**src/rtl/enable_wrap_counter_pkg.sv**
```systemverilog
// Package: enable_wrap_counter_pkg
// Purpose: width helper for enable_wrap_counter. Surrounding logic can use it
//          to size buses that carry counter_val_o, starting from the same
//          MAX_COUNTER_VALUE.
package enable_wrap_counter_pkg;

  // Returns the number of bits needed to hold every value 0..max_value.
  function automatic int counter_width(input int max_value);
    return $clog2(max_value + 1);
  endfunction

endpackage

```
**src/rtl/enable_wrap_counter.sv**
```systemverilog
// Module: enable_wrap_counter
// Purpose: parameterised up-counter. It counts enabled clock cycles from 0 to
//          MAX_COUNTER_VALUE and flags the terminal count on finished_o.
//          Typical uses are timeouts and frame dividers inside control blocks.
//
// Configuration macro: COUNTER_SATURATE_EN
//   undefined (default): an enabled edge at MAX_COUNTER_VALUE wraps to 0.
//   defined            : an enabled edge at MAX_COUNTER_VALUE holds at MAX.
//
// Ports:
//   clock_i        in   1  system clock; all state updates on the rising edge
//   reset_i        in   1  synchronous, active-high reset; overrides enable_i
//   enable_i       in   1  count enable, sampled on the rising edge
//   finished_o     out  1  high while the count equals MAX_COUNTER_VALUE
//   counter_val_o  out  W  current count, W = clog2(MAX_COUNTER_VALUE + 1)
module enable_wrap_counter
  import enable_wrap_counter_pkg::*;
#(
  parameter int MAX_COUNTER_VALUE = 33,
  localparam int W = counter_width(MAX_COUNTER_VALUE)
) (
  input  logic         clock_i,
  input  logic         reset_i,
  input  logic         enable_i,
  output logic         finished_o,
  output logic [W-1:0] counter_val_o
);

  localparam logic [W-1:0] MAX_W = W'(MAX_COUNTER_VALUE);

  logic [W-1:0] count_p0;
  logic [W-1:0] count_nxt;
  logic         at_max;

  // The terminal compare is taken from the registered count. finished_o
  // therefore lines up with counter_val_o and carries no input-to-output path.
  assign at_max = (count_p0 == MAX_W);

  always_comb begin
    count_nxt = count_p0;
    if (enable_i) begin
      if (at_max) begin
`ifdef COUNTER_SATURATE_EN
        count_nxt = MAX_W;
`else
        count_nxt = '0;
`endif
      end else begin
        count_nxt = count_p0 + W'(1);
      end
    end
  end

  // Stage p0: count register
  always_ff @(posedge clock_i) begin
    if (reset_i) begin
      count_p0 <= '0;
    end else begin
      count_p0 <= count_nxt;
    end
  end

  assign counter_val_o = count_p0;
  assign finished_o    = at_max;

endmodule

```
**config.mk**
```make
export PLATFORM = sky130hd
export DESIGN_NAME = enable_wrap_counter
export DESIGN_NICKNAME = d
export VERILOG_FILES = /design/src/rtl/enable_wrap_counter_pkg.sv /design/src/rtl/enable_wrap_counter.sv
export SDC_FILE = /design/constraint.sdc
export NUM_CORES = 1
export LEC_CHECK = 0
export ABC_AREA = 1
export CORE_AREA = 2 2 39 41
export CTS_CLUSTER_SIZE = 14
export DETAILED_ROUTE_END_ITERATION = 12
export DIE_AREA = 0 0 41 43
export SETUP_SLACK_MARGIN = 0.2
export SYNTH_ARGS = -nofsm -noshare
export SYNTH_HDL_FRONTEND = slang
export SYNTH_SLANG_ARGS = --single-unit
```
**constraint.sdc**
```tcl
create_clock -name clock_i -period 1.3 [get_ports clock_i]
set_input_delay 0.26 -clock clock_i [delete_from_list [all_inputs] [get_ports clock_i]]
set_output_delay 0.26 -clock clock_i [all_outputs]
set_load 0.02 [all_outputs]
```
* Yosys cells after proc, flatten, opt, wreduce, memory -nomap -nowiden *
Index checks and enable logic that the tools add are counted.

cells by class
  add/sub/neg operators = 1
  eq/ne operators = 1
  mux-type cells = 1

operators by type and width
  operator                                     count
  adder 6 x 1 -> 6 bit, second input constant  1
  equality test 6 bit, second input constant   1
  2-to-1 mux 6 bit                             1

storage, ports and cells
  register bits after elaboration = 6
  input port bits = 3
  output and inout bits = 7
  logic and storage cells = 4

* Longest topological paths before layout *
Gate-level depths: netlist of run 1.

  word-level depth = 2
  depth in mapped cells = 7
  mapped depth without buffers = 7

* Worst setup path before layout of run 1 *
OpenSTA, ideal clock, no wires.

  path type = register -> output
  start = register count_p0[1] (netlist: counter_val_o[1])
  end = output finished_o
  arrival time = 0.965 ns
  setup slack = 0.075 ns
  cell stages (with the launch flop) = 4
  path buffers = 0
  cells stage by stage = dfxtp_1 inv_1 ha_1 and3_1

on the way
  word-level cells in the longest chain between the ends = 1

RTL lines
  element                 line                       text
  from (decl)             enable_wrap_counter.sv:31  logic [W-1:0] count_p0;
  from (signal assigned)  enable_wrap_counter.sv:59  count_p0 <= count_nxt;
  equality test 6 bit     enable_wrap_counter.sv:37  assign at_max = (count_p0 == MAX_W);
  to (decl)               enable_wrap_counter.sv:25  output logic finished_o,

No other way between the ends.

* Worst setup path after layout of run 1 *
Same ends and word-level chain as after synthesis.

==> results of run 1 <==
==> cell usage in the layout, fill, tap and decap left out <==
cell | netlist | routed
buf_6 | 0 | 14
nand2_1 | 14 | 11
buf_4 | 0 | 9
inv_1 | 9 | 8
nor2_1 | 8 | 7
dfxtp_2 | 0 | 4
clkbuf_4 | 0 | 3
nand2_4 | 0 | 2
nor2_4 | 0 | 2
o21ai_1 | 0 | 2
ha_4 | 0 | 2
dfxtp_4 | 0 | 2
inv_4 | 0 | 1
and3_4 | 0 | 1
xnor2_1 | 1 | 1
nand4_1 | 1 | 1
nand2_2 | 0 | 1
a21oi_1 | 1 | 1
xor2_1 | 1 | 1
nand3_1 | 1 | 1
clkbuf_1 | 0 | 1
dlygate4sd2_1 | 0 | 1
clkdlybuf4s50_1 | 0 | 1
==> per-stage QoR <==
stage	setup TNS [ns]	setup slack, ns	hold slack [ns]
2_1_floorplan	0	0.2361	0.3291
3_3_place_gp	-0.3809	-0.2465	0.5291
3_5_place_dp	-0.4916	-0.2571	0.5341
4_1_cts	-0.04377	-0.04377	0.5408
5_1_grt	-0.2266	-0.08742	0.5910
6_report	-0.1361	-0.07373	0.5687
==> cells by family (layout without fill, tap and decap cells) <==
group,after synthesis,in the layout,synth area share
fa+ha+maj,2,2,0.07873
compound gates,3,3,0.04723
xor+xnor,2,2,0.05513
buf+inv,9,38,0.1063
simple gates,26,26,0.3347
flops,6,6,0.3780
==> worst max-delay path: stages (launching register included) <==
cell and delay [ns]:
dfxtp_4 0.37, inv_4 0.04, ha_4 0.15, and3_4 0.17, buf_6 0.12
==> path summary, 6_finish.rpt <==
path                                    endpoint  cells past startpoint
worst max-delay path                  finished_o                      4
worst min-delay path            counter_val_o[2]                      4
worst max register to register  counter_val_o[4]                     10
worst min register to register  counter_val_o[5]                      4
==> routing by layer <==
metal / up-vias / share of wire / global-route usage
met3: 2 / 0.042 / 0.01571
li1: 204 / - / -
met5: - / 0 / 0
met4: 0 / 0.015 / 0.08000
met2: 11 / 0.56 / 0.2219
met1: 192 / 0.38 / 0.1161
==> what timing repair did <==
action / 4_1_cts / 5_1_grt
setup buffers: 3 / 3
hold endpoints to repair: 0 / 0
gates resized for setup: 63 / 7
pin swaps: 7 / 14
endpoints found under the setup margin: 8 / 10
==> area by class of cell <==
| class | instances | area share |
|---|---|---|
| repair buffers | 25 | 0.3571 |
| multi-input cells | 33 | 0.3278 |
| flip-flops and latches | 6 | 0.1941 |
| inverters | 9 | 0.05311 |
| clock buffers | 4 | 0.03846 |
| well taps | 16 | 0.02930 |
==> power groups by stage <==
stage	clock network (mW)	logic [mW]	registers (mW)
floorplan	0	0.0211	0.211
global placement	0	0.0732	0.198
detailed placement	0	0.0753	0.199
CTS	0.208	0.108	0.198
global route	0.219	0.134	0.200
finish	0.213	0.127	0.200
==> reports/summary.txt, run 1 <==
top-level port count -> 10
sum of overflow across all layers after global routing -> 0
post-route standard cell area excluding fillers -> 683.2 µm²
clock buffer count from CTS -> 3
Arr. time, crit path -> 1.11 ns
Hold Fails Final Rpt -> 0
CTS clock-pin slew for the worst setup and hold paths -> 0.06 ns
global-route wire length before repair -> 1.428 mm
fraction of the yosys area taken by sequential cells -> 0.3780
Antenna Cells -> 0
post-synthesis cell count -> 48
final setup slack of the worst path -> -0.07373 ns
share of power burned in registers -> 0.370
power per standard cell area -> 789.1 nW/µm²
warning count from the yosys run -> 0
Worst setup startpoint -> counter_val_o[1]
fraction of layout cells with a size suffix above 1 -> 0.5325
WP data required -> 1.04 ns
final standard cell utilization of the core -> 0.4937
global placement routability congestion -> 0.7064
leakage component of the power -> 0.3239 nW
count of unique library cells instantiated by Yosys -> 13
clock tree buffer depth -> 2
Avg Inst Size Synth -> 6.621 µm²
instance count after placement with tap cells included -> 83
detailed-route DRC error count -> 0
count of final setup violators -> 2
port buffer count -> 9
via density per instance -> 4.398
via count of the first global-routing pass -> 349
Layout Cells excl Fill -> 93
Least-Margin Pin Slew -> 0.2000 ns
Total Routed Length -> 1.089 mm
max FFs per register -> 6
status -> complete, but fails checks
achievable frequency -> 0.7279 GHz
worst min-delay path startpoint -> enable_i
combinational fraction of design power -> 0.235
crit path launch type -> flip-flop
Syn Std Cell Area -> 317.8 µm²
synthesis-to-layout area growth -> 115.0%
violated checks -> negative setup slack
drt initial violations -> 8
Power Internal -> 0.3801 mW
count of flip-flops with a built-in enable after synthesis -> 0
Avg WL per Cell -> 11.71 µm
fin crit period -> 1.374 ns
Clock Latency Late Sink -> 0.27 ns
number of buffers added to fix hold violations after cts -> 0
switching portion of total power -> 0.2949
antenna violations before repair -> 0
area occupied by registers -> 132.6 µm²
fin nets -> 83
instance area at placement -> 514.2 µm²
area used by multi-input combinational logic -> 224.0 µm²
chip width -> 41 µm
Core Area -> 1384 µm²
largest cells by area after synthesis -> dfxtp_1, nand2_1, inv_1, nor2_1, ha_1
remaining antenna violation count -> 0
Max VDD drop -> 0.3988 mV
via count of the routed design -> 409
first drt pass iteration count -> 6
CTS tree -> done
FF-to-FF Start -> counter_val_o[1]
total global routing track utilization -> 0.1226
Post-synth top cells -> nand2_1, inv_1, nor2_1
Die ar. -> 1763 µm²
Final Skew -> 0.01355 ns
DP HPWL -> 642.8 µm
r2r setup slk -> 0 ns
WS Path Type -> reg2out
path type of the worst min-delay path -> in2reg
CTS sink cnt -> 6
cell with the most instances after synthesis -> nand2_1
library cell used as clock root buffer -> clkbuf_4
number of fill cells in the layout -> 126
fraction of synthesis flops using an asynchronous set or reset pin -> 0
Clk network pwr share -> 0.395
period utilization -> 1.057
P_sw -> 0.1590 mW
primary flip-flop cell chosen by synthesis mapping -> dfxtp_1
CP max FO -> 2
max-slew violation total from the final report -> 0
register bit count reported by yosys -> 6
count of H-tree levels built during CTS -> 1
Pwr Total -> 0.5391 mW
crit path capture type -> output port
worst slew margin relative to its limit -> 0.8667
initial cell density of the core -> 0.2297
number of violations of the max-capacitance limit -> 0
leading area contributor after synthesis -> dfxtp_1
pin count of the biggest net entering global routing -> 6
number of rows created at floorplan -> 14
net count after synthesis -> 53
setup repair after global routing missed its margin -> true
height of the die -> 43 µm
area share of the leading cell type in the synthesized netlist -> 0.3780
No activity file was read; power rests on OpenSTA's default activity.
==> run 2, diff against run 1 <==
--- a/config.mk
+++ b/config.mk
@@ -10,7 +10,9 @@
 export CTS_CLUSTER_SIZE = 14
 export DETAILED_ROUTE_END_ITERATION = 12
 export DIE_AREA = 0 0 41 43
+export GPL_TIMING_DRIVEN = 0
 export SETUP_SLACK_MARGIN = 0.2
+export SKIP_CTS_REPAIR_TIMING = 1
 export SYNTH_ARGS = -nofsm -noshare
 export SYNTH_HDL_FRONTEND = slang
 export SYNTH_SLANG_ARGS = --single-unit
==> run 2 against run 1 <==
The flow still finishes with violations (negative setup slack). Routed wire length fell by 29%. Clock skew decreased by 0.0050 ns. Clock-buffer cell count stayed put. Fmax increased by 1.6%. Non-clock buffer count down 15. Hold slack lost 0.091 ns. Core utilization decreased by 12 points. Via count shrank 20%. Power shrank 13%. Cell count decreased by 16%. Critical path type unchanged. Die area unchanged. Setup slack better by 0.021 ns.
==> reports/summary.txt, run 2 (synthesis gave the netlist of run 1 again) <==
status -> complete, but fails checks
violated checks -> negative setup slack
WS Path Type -> reg2out
area occupied by registers -> 131.4 µm² (-0.94%)
path type of the worst min-delay path -> in2reg
Hold Fails Final Rpt -> 0 (unchanged)
chip width -> 41 µm (unchanged)
instance count after placement with tap cells included -> 73 (-12%)
Layout Cells excl Fill -> 78 (-16%)
remaining antenna violation count -> 0 (unchanged)
Total Routed Length -> 772 µm (-29%)
CTS sink cnt -> 6 (unchanged)
detailed-route DRC error count -> 0 (unchanged)
achievable frequency -> 0.7394 GHz (+1.6%)
r2r worst-path depth -> 8 (-2)
crit path launch type -> flip-flop
via count of the routed design -> 326 (-20%)
sum of overflow across all layers after global routing -> 0 (unchanged)
final setup slack of the worst path -> -0.05249 ns (+0.02125 ns)
Pwr Total -> 0.4708 mW (-13%)
clock tree buffer depth -> 2 (unchanged)
WP data required -> 1.04 ns (about the same)
most common library cell in the layout ignoring fill and taps -> nand2_1
CTS tree -> done
period utilization -> 1.040 (-0.01634)
global placement routability congestion -> 0.6324 (-10%)
power per standard cell area -> 917.8 nW/µm² (+16%)
Worst setup startpoint -> counter_val_o[1]
number of violations of the max-capacitance limit -> 0 (unchanged)
via count of the first global-routing pass -> 293 (-16%)
DP HPWL -> 530.7 µm (-17%)
Max VDD drop -> 0.2855 mV (-28%)
instance area at placement -> 439.2 µm² (-15%)
max-slew violation total from the final report -> 0 (unchanged)
height of the die -> 43 µm (unchanged)
r2r setup slk -> 0.20 ns (+0.20 ns)
Hold Worst Slack -> 0.4773 ns (-0.09148 ns)
Die ar. -> 1763 µm² (unchanged)
Core Area -> 1384 µm² (unchanged)
global-route wire length before repair -> 1.117 mm (-22%)
count of final setup violators -> 1 (-1)
CP max FO -> 4 (+2)
synthesis-to-layout area growth -> 61.42%
top-level port count -> 10 (unchanged)
worst slew margin relative to its limit -> 0.8209 (-0.04578)
via density per instance -> 4.179 (-5.0%)
setup repair after global routing missed its margin -> true
library cell used as clock root buffer -> clkbuf_4
Antenna Cells -> 0 (unchanged)
clock buffer count from CTS -> 3 (unchanged)
Least-Margin Pin Slew -> 0.2682 ns (+0.06822 ns)
leakage component of the power -> 0.2458 nW (-24%)
first drt pass iteration count -> 2 (-4)
fraction of layout cells with a size suffix above 1 -> 0.3710 (-0.1615)
Clock Latency Late Sink -> 0.25 ns (-0.02 ns)
port buffer count -> 9 (unchanged)
drt initial violations -> 5 (-3)
number of rows created at floorplan -> 14 (unchanged)
area used by multi-input combinational logic -> 211.5 µm² (-5.6%)
endpoint of the lowest-slack register-to-register path -> counter_val_o[4]
total global routing track utilization -> 0.09648 (-0.02613)
antenna violations before repair -> 0 (unchanged)
fin crit period -> 1.352 ns (-0.02125 ns)
most used cells in the layout excluding fill and tap cells -> nand2_1, inv_1, nor2_1
crit path capture type -> output port
Final Skew -> 0.008501 ns (-0.005045 ns)
count of H-tree levels built during CTS -> 1 (unchanged)
initial cell density of the core -> 0.2297 (unchanged)
FF-to-FF Start -> counter_val_o[1]
setup slack after placement -> -0.2654 ns (-0.008304 ns)
number of fill cells in the layout -> 149 (+18%)
CTS clock-pin slew for the worst setup and hold paths -> 0.06 ns (about the same)
max FFs per register -> 6 (unchanged)
Avg WL per Cell -> 9.897 µm (-15%)
post-route standard cell area excluding fillers -> 513.0 µm² (-25%)
pin count of the biggest net entering global routing -> 7 (+1)
Critical path destination -> finished_o
fin nets -> 68 (-18%)
Arr. time, crit path -> 1.09 ns (-0.02 ns)
## run 2: critical path, cell delays in order, from the launching register on
cell	delay, ns
dfxtp_4	0.37
inv_4	0.04
ha_4	0.14
and3_4	0.17
buf_6	0.12
## run 2: where the power goes
group	leakage, nW	switching [mW]	internal (mW)
Combinational	0.179	0.0346	0.0346
Sequential	0.0516	0.0139	0.191
Clock	0.0150	0.0795	0.117
Total	0.246	0.128	0.343
## run 2: stage by stage
step | setup TNS, ns | util
after detailed placement | -0.5332 | 0.3174
after floorplan | 0 | -
after global routing | -0.09387 | 0.3707
after CTS | -1.826 | 0.3363
after global placement | -0.4703 | 0.3174
final | -0.05249 | 0.3707
## run 2: area by class of cell
| type | instances | area share |
|---|---|---|
| sequential | 6 | 0.2561 |
| timing repair buffer | 10 | 0.1707 |
| multi-input combinational | 33 | 0.4122 |
| tap | 16 | 0.03902 |
| clock buffer | 4 | 0.05122 |
| inverter | 9 | 0.07073 |
## run 2: how the worst min path moves through the flow
stage                                 from                to  slack, ns  cells past startpoint
after global routing              enable_i  counter_val_o[0]       0.48                      3
after CTS                 counter_val_o[5]  counter_val_o[5]       0.53                      3
after detailed placement  counter_val_o[5]  counter_val_o[5]       0.52                      3
final                             enable_i  counter_val_o[0]       0.48                      3
after global placement    counter_val_o[5]  counter_val_o[5]       0.52                      3
after floorplan                    reset_i  counter_val_o[3]       0.33                      1
## run 2: routing by layer
metal | GRT usage | routed length (µm) | up-vias
met4 | 0.08000 | 0 | 0
met3 | 0.03141 | 44 | 0
li1 | - | - | 172
met2 | 0.1563 | 436 | 7
met5 | 0 | 0 | -
met1 | 0.09032 | 291 | 147
==> run 3, diff against run 2 <==
--- a/config.mk
+++ b/config.mk
@@ -7,7 +7,7 @@
 export LEC_CHECK = 0
 export ABC_AREA = 1
 export CORE_AREA = 2 2 39 41
-export CTS_CLUSTER_SIZE = 14
+export CTS_CLUSTER_SIZE = 25
 export DETAILED_ROUTE_END_ITERATION = 12
 export DIE_AREA = 0 0 41 43
 export GPL_TIMING_DRIVEN = 0
==> results of run 3 <==
No change in the layout: final DEF, timing and power equal those of run 2.
